===== src/rtl/soc_mem_pkg.sv =====
// Shared definitions for the SoC data memory.
//   MAX_RD_LATENCY     : deepest read pipeline the memory supports
//   DEFAULT_DATA_WIDTH : word width used by the SoC-level instance
//   mem_resp_t         : response word {rdata, we, err} at the default width;
//                        soc_data_mem re-declares the same layout at its own
//                        DATA_WIDTH because a package type cannot take a
//                        module parameter.
package soc_mem_pkg;

  localparam int MAX_RD_LATENCY     = 4;
  localparam int DEFAULT_DATA_WIDTH = 32;

  typedef struct packed {
    logic [DEFAULT_DATA_WIDTH-1:0] rdata;
    logic                          we;
    logic                          err;
  } mem_resp_t;

endpackage


===== src/rtl/soc_resp_fifo.sv =====
// Synchronous fall-through FIFO: the head entry is visible on dout whenever
// empty is low, with no extra read cycle.
// Ports:
//   clk, reset       : rising-edge clock, asynchronous active-low reset
//   push, din        : write an entry (ignored when full)
//   pop              : drop the head entry (ignored when empty)
//   dout             : head entry, combinational
//   full, empty      : occupancy flags
// Pointers carry one extra wrap bit above the index so full and empty can be
// told apart when the indices match; DEPTH need not be a power of two.
module soc_resp_fifo #(
  parameter int WIDTH = 34,
  parameter int DEPTH = 4
) (
  input  logic             clk,
  input  logic             reset,
  input  logic             push,
  input  logic [WIDTH-1:0] din,
  input  logic             pop,
  output logic [WIDTH-1:0] dout,
  output logic             full,
  output logic             empty
);

  localparam int IW = (DEPTH > 1) ? $clog2(DEPTH) : 1;
  localparam logic [IW-1:0] LAST_IDX = IW'(DEPTH - 1);
  localparam logic [IW-1:0] IDX_ONE  = IW'(1);

  logic [WIDTH-1:0] store [DEPTH];
  logic [IW:0]      wr_ptr;
  logic [IW:0]      rd_ptr;
  logic             do_push;
  logic             do_pop;

  // Index wraps at DEPTH-1 (not at a power of two) and flips the wrap bit.
  function automatic logic [IW:0] next_ptr(input logic [IW:0] p);
    if (p[IW-1:0] == LAST_IDX) begin
      return {~p[IW], {IW{1'b0}}};
    end
    return {p[IW], p[IW-1:0] + IDX_ONE};
  endfunction

  assign empty   = (wr_ptr == rd_ptr);
  assign full    = (wr_ptr[IW] != rd_ptr[IW]) && (wr_ptr[IW-1:0] == rd_ptr[IW-1:0]);
  assign do_push = push && !full;
  assign do_pop  = pop && !empty;
  assign dout    = store[rd_ptr[IW-1:0]];

  always_ff @(posedge clk or negedge reset) begin
    if (!reset) begin
      wr_ptr <= '0;
      rd_ptr <= '0;
    end else begin
      if (do_push) wr_ptr <= next_ptr(wr_ptr);
      if (do_pop)  rd_ptr <= next_ptr(rd_ptr);
    end
  end

  always_ff @(posedge clk) begin
    if (do_push) store[wr_ptr[IW-1:0]] <= din;
  end

endmodule


===== src/rtl/soc_data_mem.sv =====
// Parametrised data memory with valid/ready request and response channels.
// Ports:
//   clk, reset                  : rising-edge clock, asynchronous active-low reset
//   req_valid / req_ready       : request handshake
//   we, addr, wdata, wstrb      : request payload (write enable, word address,
//                                 write data, byte enables)
//   valid_data / resp_ready     : response handshake
//   rdata, resp_we, resp_err    : response payload (all zero while valid_data=0)
// Every accepted request produces exactly one response, in acceptance order.
// Writes commit at the accept edge; reads sample the array at the accept edge
// and the result travels RD_LATENCY-1 register stages before entering a
// fall-through response FIFO. A credit counter bounds outstanding requests to
// RESP_DEPTH, so the FIFO can never overflow.
module soc_data_mem
  import soc_mem_pkg::*;
#(
  parameter  int DATA_WIDTH = DEFAULT_DATA_WIDTH,
  parameter  int MEM_DEPTH  = 64,
  parameter  int RD_LATENCY = 1,
  parameter  int RESP_DEPTH = 4,
  localparam int ADDR_WIDTH = (MEM_DEPTH > 1) ? $clog2(MEM_DEPTH) : 1
) (
  input  logic                    clk,
  input  logic                    reset,
  input  logic                    req_valid,
  output logic                    req_ready,
  input  logic                    we,
  input  logic [ADDR_WIDTH-1:0]   addr,
  input  logic [DATA_WIDTH-1:0]   wdata,
  input  logic [DATA_WIDTH/8-1:0] wstrb,
  output logic                    valid_data,
  input  logic                    resp_ready,
  output logic [DATA_WIDTH-1:0]   rdata,
  output logic                    resp_we,
  output logic                    resp_err
);

  localparam int STRB_WIDTH = DATA_WIDTH / 8;
  localparam int CRED_WIDTH = $clog2(RESP_DEPTH + 1);
  localparam logic [CRED_WIDTH-1:0] CRED_MAX    = CRED_WIDTH'(RESP_DEPTH);
  localparam logic [CRED_WIDTH-1:0] CRED_ONE    = CRED_WIDTH'(1);
  localparam logic [ADDR_WIDTH:0]   DEPTH_LIMIT = (ADDR_WIDTH + 1)'(MEM_DEPTH);

  typedef struct packed {
    logic [DATA_WIDTH-1:0] rdata;
    logic                  we;
    logic                  err;
  } resp_word_t;

  localparam int RESP_WIDTH = $bits(resp_word_t);

  if (DATA_WIDTH % 8 != 0) begin : g_chk_width
    $error("soc_data_mem: DATA_WIDTH must be a multiple of 8");
  end
  if (RD_LATENCY < 1 || RD_LATENCY > MAX_RD_LATENCY) begin : g_chk_latency
    $error("soc_data_mem: RD_LATENCY must be within 1..MAX_RD_LATENCY");
  end
  if (RESP_DEPTH < RD_LATENCY + 1) begin : g_chk_depth
    $error("soc_data_mem: RESP_DEPTH must be at least RD_LATENCY+1");
  end

  logic [DATA_WIDTH-1:0] mem [MEM_DEPTH];
  logic                  accept;
  logic                  present;
  logic                  in_range;
  logic                  ready_en;
  logic [CRED_WIDTH-1:0] credits;
  logic                  vld_p0;
  resp_word_t            resp_p0;
  logic                  fifo_push;
  resp_word_t            fifo_din;
  logic [RESP_WIDTH-1:0] fifo_dout;
  logic                  fifo_full;
  logic                  fifo_empty;
  resp_word_t            head;

  assign accept   = req_valid && req_ready;
  assign present  = valid_data && resp_ready;
  assign in_range = ({1'b0, addr} < DEPTH_LIMIT);

  // ready_en holds req_ready low during reset and releases it on the first
  // edge afterwards. fifo_full is implied by credits==RESP_DEPTH; folding it
  // in keeps the FIFO safe even if the two ever disagreed.
  assign req_ready = ready_en && (credits < CRED_MAX) && !fifo_full;

  // Stage p0: accept edge. Writes commit here; reads sample the array here.
  always_ff @(posedge clk) begin
    if (accept && we && in_range) begin
      for (int b = 0; b < STRB_WIDTH; b++) begin
        if (wstrb[b]) mem[addr][8*b +: 8] <= wdata[8*b +: 8];
      end
    end
  end

  always_comb begin
    vld_p0        = accept;
    resp_p0       = '0;
    resp_p0.we    = we;
    resp_p0.err   = !in_range;
    resp_p0.rdata = (!we && in_range) ? mem[addr] : '0;
  end

  always_ff @(posedge clk or negedge reset) begin
    if (!reset) begin
      ready_en <= 1'b0;
      credits  <= '0;
    end else begin
      ready_en <= 1'b1;
      case ({accept, present})
        2'b10:   credits <= credits + CRED_ONE;
        2'b01:   credits <= credits - CRED_ONE;
        default: credits <= credits;
      endcase
    end
  end

  if (RD_LATENCY == 1) begin : g_no_pipe
    assign fifo_push = vld_p0;
    assign fifo_din  = resp_p0;
  end else begin : g_pipe
    // Stages p1..p(RD_LATENCY-1): element i of the arrays is stage i+1.
    logic       vld_p  [RD_LATENCY-1];
    resp_word_t resp_p [RD_LATENCY-1];

    always_ff @(posedge clk or negedge reset) begin
      if (!reset) begin
        vld_p <= '{default: 1'b0};
      end else begin
        vld_p[0] <= vld_p0;
        for (int i = 1; i < RD_LATENCY - 1; i++) vld_p[i] <= vld_p[i-1];
      end
    end

    always_ff @(posedge clk) begin
      resp_p[0] <= resp_p0;
      for (int i = 1; i < RD_LATENCY - 1; i++) resp_p[i] <= resp_p[i-1];
    end

    assign fifo_push = vld_p[RD_LATENCY-2];
    assign fifo_din  = resp_p[RD_LATENCY-2];
  end

  // Final stage: response FIFO, written on the last edge of the latency.
  soc_resp_fifo #(
    .WIDTH (RESP_WIDTH),
    .DEPTH (RESP_DEPTH)
  ) u_resp_fifo (
    .clk   (clk),
    .reset (reset),
    .push  (fifo_push),
    .din   (fifo_din),
    .pop   (present),
    .dout  (fifo_dout),
    .full  (fifo_full),
    .empty (fifo_empty)
  );

  assign head       = fifo_dout;
  assign valid_data = !fifo_empty;
  assign rdata      = valid_data ? head.rdata : '0;
  assign resp_we    = valid_data && head.we;
  assign resp_err   = valid_data && head.err;

endmodule

===== config.mk =====
export PLATFORM = sky130hd
export DESIGN_NAME = soc_data_mem
export DESIGN_NICKNAME = d
export VERILOG_FILES = /design/src/rtl/soc_mem_pkg.sv /design/src/rtl/soc_resp_fifo.sv /design/src/rtl/soc_data_mem.sv
export SDC_FILE = /design/constraint.sdc
export NUM_CORES = 2
export LEC_CHECK = 0
export ABC_AREA = 1
export BUFFER_PORTS_ARGS = -buffer_cell sky130_fd_sc_hd__buf_2
export CAP_MARGIN = 15
export CORE_UTILIZATION = 30
export CTS_BUF_LIST = sky130_fd_sc_hd__clkbuf_8
export CTS_CLUSTER_SIZE = 24
export DETAILED_ROUTE_END_ITERATION = 8
export GPL_ROUTABILITY_DRIVEN = 0
export SETUP_SLACK_MARGIN = 0.05
export SLEW_MARGIN = 5
export SYNTH_ARGS = -nofsm -noshare
export SYNTH_HDL_FRONTEND = slang
export SYNTH_SLANG_ARGS = --single-unit
export TNS_END_PERCENT = 10

===== constraint.sdc =====
create_clock -name clk -period 4.1 [get_ports clk]
set_clock_uncertainty 0.15 [all_clocks]
set_input_delay 0.205 -clock clk [delete_from_list [all_inputs] [get_ports clk]]
set_output_delay 0.205 -clock clk [all_outputs]
set_load 0.02 [all_outputs]

* Word level (Yosys, flattened, before mapping)
Memory sizes are Yosys's and may differ from the RTL's. Cells that the tools add are included. Widths: inputs -> output; s select.
Storage, ports and cells: register bits 10, memory bits (writable) 2180, word-level logic and storage cells 62, memories kept 2
Memories:
- mem | depth 64, width 32, read ports 1, clocked after memory_dff 0, wr ports 1, line soc_data_mem.sv:62 | logic [DATA_WIDTH-1:0] mem [MEM_DEPTH];
- u_resp_fifo.store | depth 4, width 33, read ports 1, clocked after memory_dff 0, wr ports 1, line soc_resp_fifo.sv:29 | logic [WIDTH-1:0] store [DEPTH];
Cells by class: $add $sub $neg 4, order comparisons 1, eq/ne operators 7, muxes and demuxes 25, bitwise gates (word level) 2, reductions and logical operators 15
Operators with widths (number):
- $mux 32 | 2
- $mux 1 | 18
- $logic_and 1x1->1 | 9
- $eq 2x2->1 const B | 3
- $mux 3 | 2
- $pmux 3 s2 | 1
- $add 2x1->2 const B | 2
- $mux 2 | 2
- $reduce_and 2->1 | 2
- $add 3x1->3 const B | 1
- $eq 3x3->1 | 1
- $lt 3x3->1 const B | 1
- $sub 3x1->3 const B | 1
- $eq 2x1->1 const B | 1
- $eq 2x2->1 | 1
- $logic_not 1->1 | 2
- $not 1->1 | 2
- $reduce_bool 2->1 | 1
- $logic_and 1x1->1 const B | 1
- $ne 1x1->1 | 1

* Depth between registers and ports, before layout
depth after elaboration 8, depth in mapped cells 14

* Modules after synthesis
A second synthesis with hierarchy kept.
Second synthesis, totals: cell total of the unflattened synthesis 9173, area total of the unflattened synthesis 92989.2 µm²
Modules (own cells, without submodules):
- soc_data_mem | times used 1, cells each 8785, area an instance 87480.2 µm²
- soc_resp_fifo | times used 1, cells each 388, area an instance 5509.0 µm²

* Worst setup path after synthesis
Ideal clock, no wire load.
path type register -> register, from register u_resp_fifo.rd_ptr[0], to memory u_resp_fifo.store[3][0] (netlist bit), enable pin, setup time 0.426 ns, arrival 2.460 ns, slack 1.064 ns, cell stages (with the launch flop) 6, period minus slack after synthesis 3.036 ns, cell sequence dfrtp_1 > xor2_1 > nor2_1 > nand2_1 > nand4_2 > nor2_1
Between the ends: cells in the longest elaborated chain, start to end 8
RTL lines:
- start: declaration | line soc_resp_fifo.sv:31 | logic [IW:0] rd_ptr;
- start signal: assignment | line soc_resp_fifo.sv:55 | if (do_pop) rd_ptr <= next_ptr(rd_ptr);
- $eq 2x2->1 * | line soc_resp_fifo.sv:44 | assign full = (wr_ptr[IW] != rd_ptr[IW]) && (wr_ptr[IW-1:0] == rd_ptr[IW-1:0]);
- $logic_and 1x1->1 * | line soc_resp_fifo.sv:44
- $logic_not 1->1 * | line soc_resp_fifo.sv:45, soc_data_mem.sv:84
- $logic_and 1x1->1 | line soc_data_mem.sv:84 | assign req_ready = ready_en && (credits < CRED_MAX) && !fifo_full;
- $logic_and 1x1->1 | line soc_data_mem.sv:77 | assign accept = req_valid && req_ready;
- $logic_and 1x1->1 * | line soc_resp_fifo.sv:45 | assign do_push = push && !full;
- $mux 1 * | line soc_resp_fifo.sv:60 | if (do_push) store[wr_ptr[IW-1:0]] <= din;
- $mux 1 (not written as such) * | line soc_resp_fifo.sv:60
- end: declaration | line soc_resp_fifo.sv:29
Every way passes the cells marked *; elsewhere a longest branch is shown, timed or not.

* Final worst setup path
from register u_resp_fifo.rd_ptr[0], to output port rdata[19]
Between the ends: cells in the longest elaborated chain, start to end 2
RTL lines:
- $mem_v2 4x33 or $eq 3x3->1 (tied branches)
- $mux 32 * | line soc_data_mem.sv:160 | assign rdata = valid_data ? head.rdata : '0;
- end: declaration | line soc_data_mem.sv:33 | output logic [DATA_WIDTH-1:0] rdata,
Marked as above.

==> summary.txt <==
Yosys
  • Post-synth cell types: 27
  • Mux contribution to synthesized area: 0.000122
  • Top cells by count, synth: nand2_1, edfxtp_1, nor2_1
  • Most common cell in the netlist: nand2_1
  • Sequential area share after synthesis: 0.711
  • Yosys warns: 0
  • #FFs+latches synth: around 2200
  • Post-synth EDFFs: 2180
  • Post-Synth Simple-Gate Area: 0.255
  • Main combinational cell family by area after synthesis: simple AND/OR/NAND/NOR gates
  • Synthesized instance count: a little over 9000
  • Synth Area in XOR/XNOR: 0.000664
  • Area contributors post-synth: edfxtp_1, nand2_1, nor2_1
  • Syn Area/Cell: about 10 sq um
  • Ys async rst share: 0.00457
  • Cell area after synthesis: approximately 90000 sq um
  • Syn Nets: just over 9000
  • Synth Flop Type: edfxtp_1
  • Post-synthesis compound-gate area fraction: 0.00811
  • Yosys top cell area share: 0.709
  • Yosys top cell by area: edfxtp_1
  • Adder-cell share of the synthesized area: 0.00103

Global route
  • Initial antenna violation count: 31
  • GRT overflow: 0
  • Pin count of the biggest net entering global routing: around 170
  • Vias in the first global route: a little over 60000
  • GRT Total Usage: 0.176
  • First-pass GRT wire length: 405000 microns

Die
  • Rows: around 200
  • Die width: about 560 microns
  • Core area: around 300000 sq um
  • Area of the die: 310000 sq um
  • I/O pins: 83
  • Initial core utilization: 0.302
  • Die Y: ~560 microns

Clock tree
  • # clock sinks: ~2200
  • CTS Buf Count: ~380
  • Clock insertion delay at the later pin of the skew report: 1.09 ns
  • H-tree level count: 5
  • Setup Fix Bufs, Post-CTS: 0
  • Max Root-Sink Buffers: 4
  • CTS clock-pin slew for the worst setup and hold paths: roughly 0.06 ns
  • CTS tree: built
  • Clk root buf: clkbuf_8

Worst setup path
  • CP Data Arrival Time: between 3 and 4 ns
  • Worst path slowest cell: o32ai_4
  • Slowest cell delay on critical path: just over 0.7 ns
  • Worst Path Required: approximately 3.7 ns
  • Critical Path Most Common Cell: buf_12
  • CP Class: register to output pin
  • Worst r2r path cells: 8
  • CP Max Fanout: 69
  • Crit end category: output pin
  • Crit path cell chain: buf_12 > clkinv_2 > buf_12 > nor2_1 > o32ai_4 > nand2_1 > inv_1 > buf_2
  • Crit path launch type: register

Power
  • Reg power frac: 0.516
  • Combinational share of power: 0.124
  • Leakage dissipation: 43.6 nW
  • Power Dens Cells: approximately 450 nW/um^2
  • Power, Total: 48.2 mW
  • Internal cell power: between 30 and 40 mW
  • Switching part of the total power: 0.275
  • Clock share of power: 0.361
  • Peak VDD IR: a little under 0.4 mV
  • Switching pwr: about 13 mW

Detailed routing
  • Drt first-iter violations: about 7000
  • Routed vias: 64400
  • Wirelength, routed: 278000 microns
  • DRC Markers: 0
  • Wire length per cell: ~20 microns
  • Vias/cell: about 4.6
  • Pre-Repair DR Iteration Count: 5
  • Antenna viol nets, final: 0

Timing
  • Final Max Slew Viols: 0
  • Hold Fails Final Rpt: 0
  • Post-route minimum period: between 3 and 4 ns
  • Relative slew slack: 0.207
  • Final setup TNS: 0 ns
  • RSZ-0062 raised after global routing: true
  • Fin crit share: 0.962
  • Worst Tran Pin Value: between 1 and 1.5 ns
  • Fmax: roughly 0.25 GHz
  • Setup violators final: 0

Layout
  • Nets@finish: around 9500
  • Filler Cell Count: about 31000
  • Share of layout cells above drive strength 1: 0.0896
  • Area Growth Syn to Fin: 14.9%

Job
  • Max-cap viol count: 0

Place
  • Port Buffers: 81
  • Detailed Place HPWL: about 160000 microns

Hold path
  • Hold WC Path Type: input pin to register
  • Hold path depth: 5

Run status
  • Status: complete, no violations
==> layer usage <==
layer  routed length, microns  global-route usage  vias to the layer above
met4                    10100              0.0682                       26
met3                    24500              0.0373                      560
li1                         -                   -                    30300
met1                   120000               0.244                    30800
met5                      187                   0                        -
met2                   123000               0.269                     2644
==> kinds of logic after synthesis <==
group | count (synthesis)
AOI/OAI and AO/OA | 121
xor gates and xnor gates | 7
adders and majority gates | 7
buffers and inverters | 547
DFF | 2190
muxes | 1
other | 2
and+or+nand+nor | 6265
==> worst max-delay path: cells and delay by family (launching register included) <==
| family | cells | cell delay (ns) |
|---|---|---|
| DFF | 1 | 0.42 |
| AOI/OAI and AO/OA | 1 | 0.71 |
| and+or+nand+nor | 2 | 0.21 |
| buffers and inverters | 5 | 1.08 |
==> final timing paths <==
check                                 startpoint               endpoint  slack, ns
setup / recovery           u_resp_fifo.rd_ptr[0]              rdata[19]       0.16
hold / removal                         req_valid  u_resp_fifo.wr_ptr[0]       0.10
setup reg to reg           u_resp_fifo.rd_ptr[0]            mem[46][13]       0.89
hold reg to reg            u_resp_fifo.rd_ptr[2]  u_resp_fifo.rd_ptr[2]       0.34
max in group asynchronous                  reset  u_resp_fifo.rd_ptr[0]       2.92
min in group asynchronous                  reset             credits[1]       0.52
==> layout by cell type (no fill, tap or decap), types with 6 or more instances in the layout <==
| master | Yosys | final |
|---|---|---|
| buf_4 | 1 | 280 |
| dfrtp_1 | 10 | 8 |
| ha_1 | 6 | 6 |
| edfxtp_1 | 2180 | 2180 |
| o21ai_0 | 44 | 44 |
| inv_1 | 64 | 189 |
| clkinvlp_4 | 0 | 7 |
| o32ai_1 | 33 | 18 |
| o211ai_1 | 8 | 8 |
| clkbuf_8 | 0 | 380 |
| o32ai_4 | 0 | 8 |
| diode_2 | 0 | 14 |
| buf_2 | 92 | 78 |
| dlygate4sd3_1 | 0 | 54 |
| buf_12 | 0 | 37 |
| a21oi_1 | 36 | 36 |
| nor2_1 | 446 | 442 |
| clkinv_2 | 0 | 41 |
| o32ai_2 | 0 | 7 |
| clkinv_1 | 0 | 89 |
| nor3_2 | 0 | 8 |
| nand2_1 | 5798 | 5798 |
==> state kept, by name (all words and copies together), names as in the netlist <==
signal,flops
ready_en,1
u_resp_fifo.store,132
credits,3
mem,2048
u_resp_fifo.wr_ptr,3
u_resp_fifo.rd_ptr,3
==> power groups by stage <==
stage | clock network (mW) | logic (mW) | registers [mW]
after floorplan | 0 | 2.90 | 25.3
after global placement | 0 | 5.75 | 25.3
after detailed placement | 0 | 5.77 | 25.3
after CTS | 17.7 | 5.92 | 24.9
after global routing | 18.6 | 6.41 | 24.9
final | 17.4 | 5.96 | 24.9
==> per-stage QoR <==
stage | hold slack, ns | cells | util | setup WS (ns) | instance area [sq um]
2_1_floorplan | -0.241 | 9140 | - | 1.06 | 92400
4_1_cts | 0.0217 | 13900 | 0.347 | 0.0582 | 106000
5_1_grt | 0.0860 | 13900 | 0.347 | 0.0206 | 106000
6_report | 0.102 | 13900 | 0.347 | 0.157 | 106000
3_5_place_dp | -0.0645 | 13200 | 0.324 | 0.739 | 99100
3_3_place_gp | -0.0663 | 13200 | 0.324 | 0.767 | 99100
==> repair_timing <==
| action | in CTS | in global routing |
|---|---|---|
| hold buffers | 54 | 0 |
| endpoints found under the hold margin | 2960 | 0 |
| gates resized for setup | 6 | 1 |
| setup endpoints to repair | 6 | 3 |
==> final cells by class <==
cell class	instances	area (sq um)	share of cell area
sequential	2190	65700	0.619
antenna	14	35.0	0.000330
timing repair buffer	452	3820	0.0360
tap	4100	5130	0.0483
clock inverter	270	1150	0.0108
inverter	66	272	0.00256
multi-input combinational	6403	24800	0.233
clock buffer	380	5230	0.0493
Power figures use the tool's default switching activity.
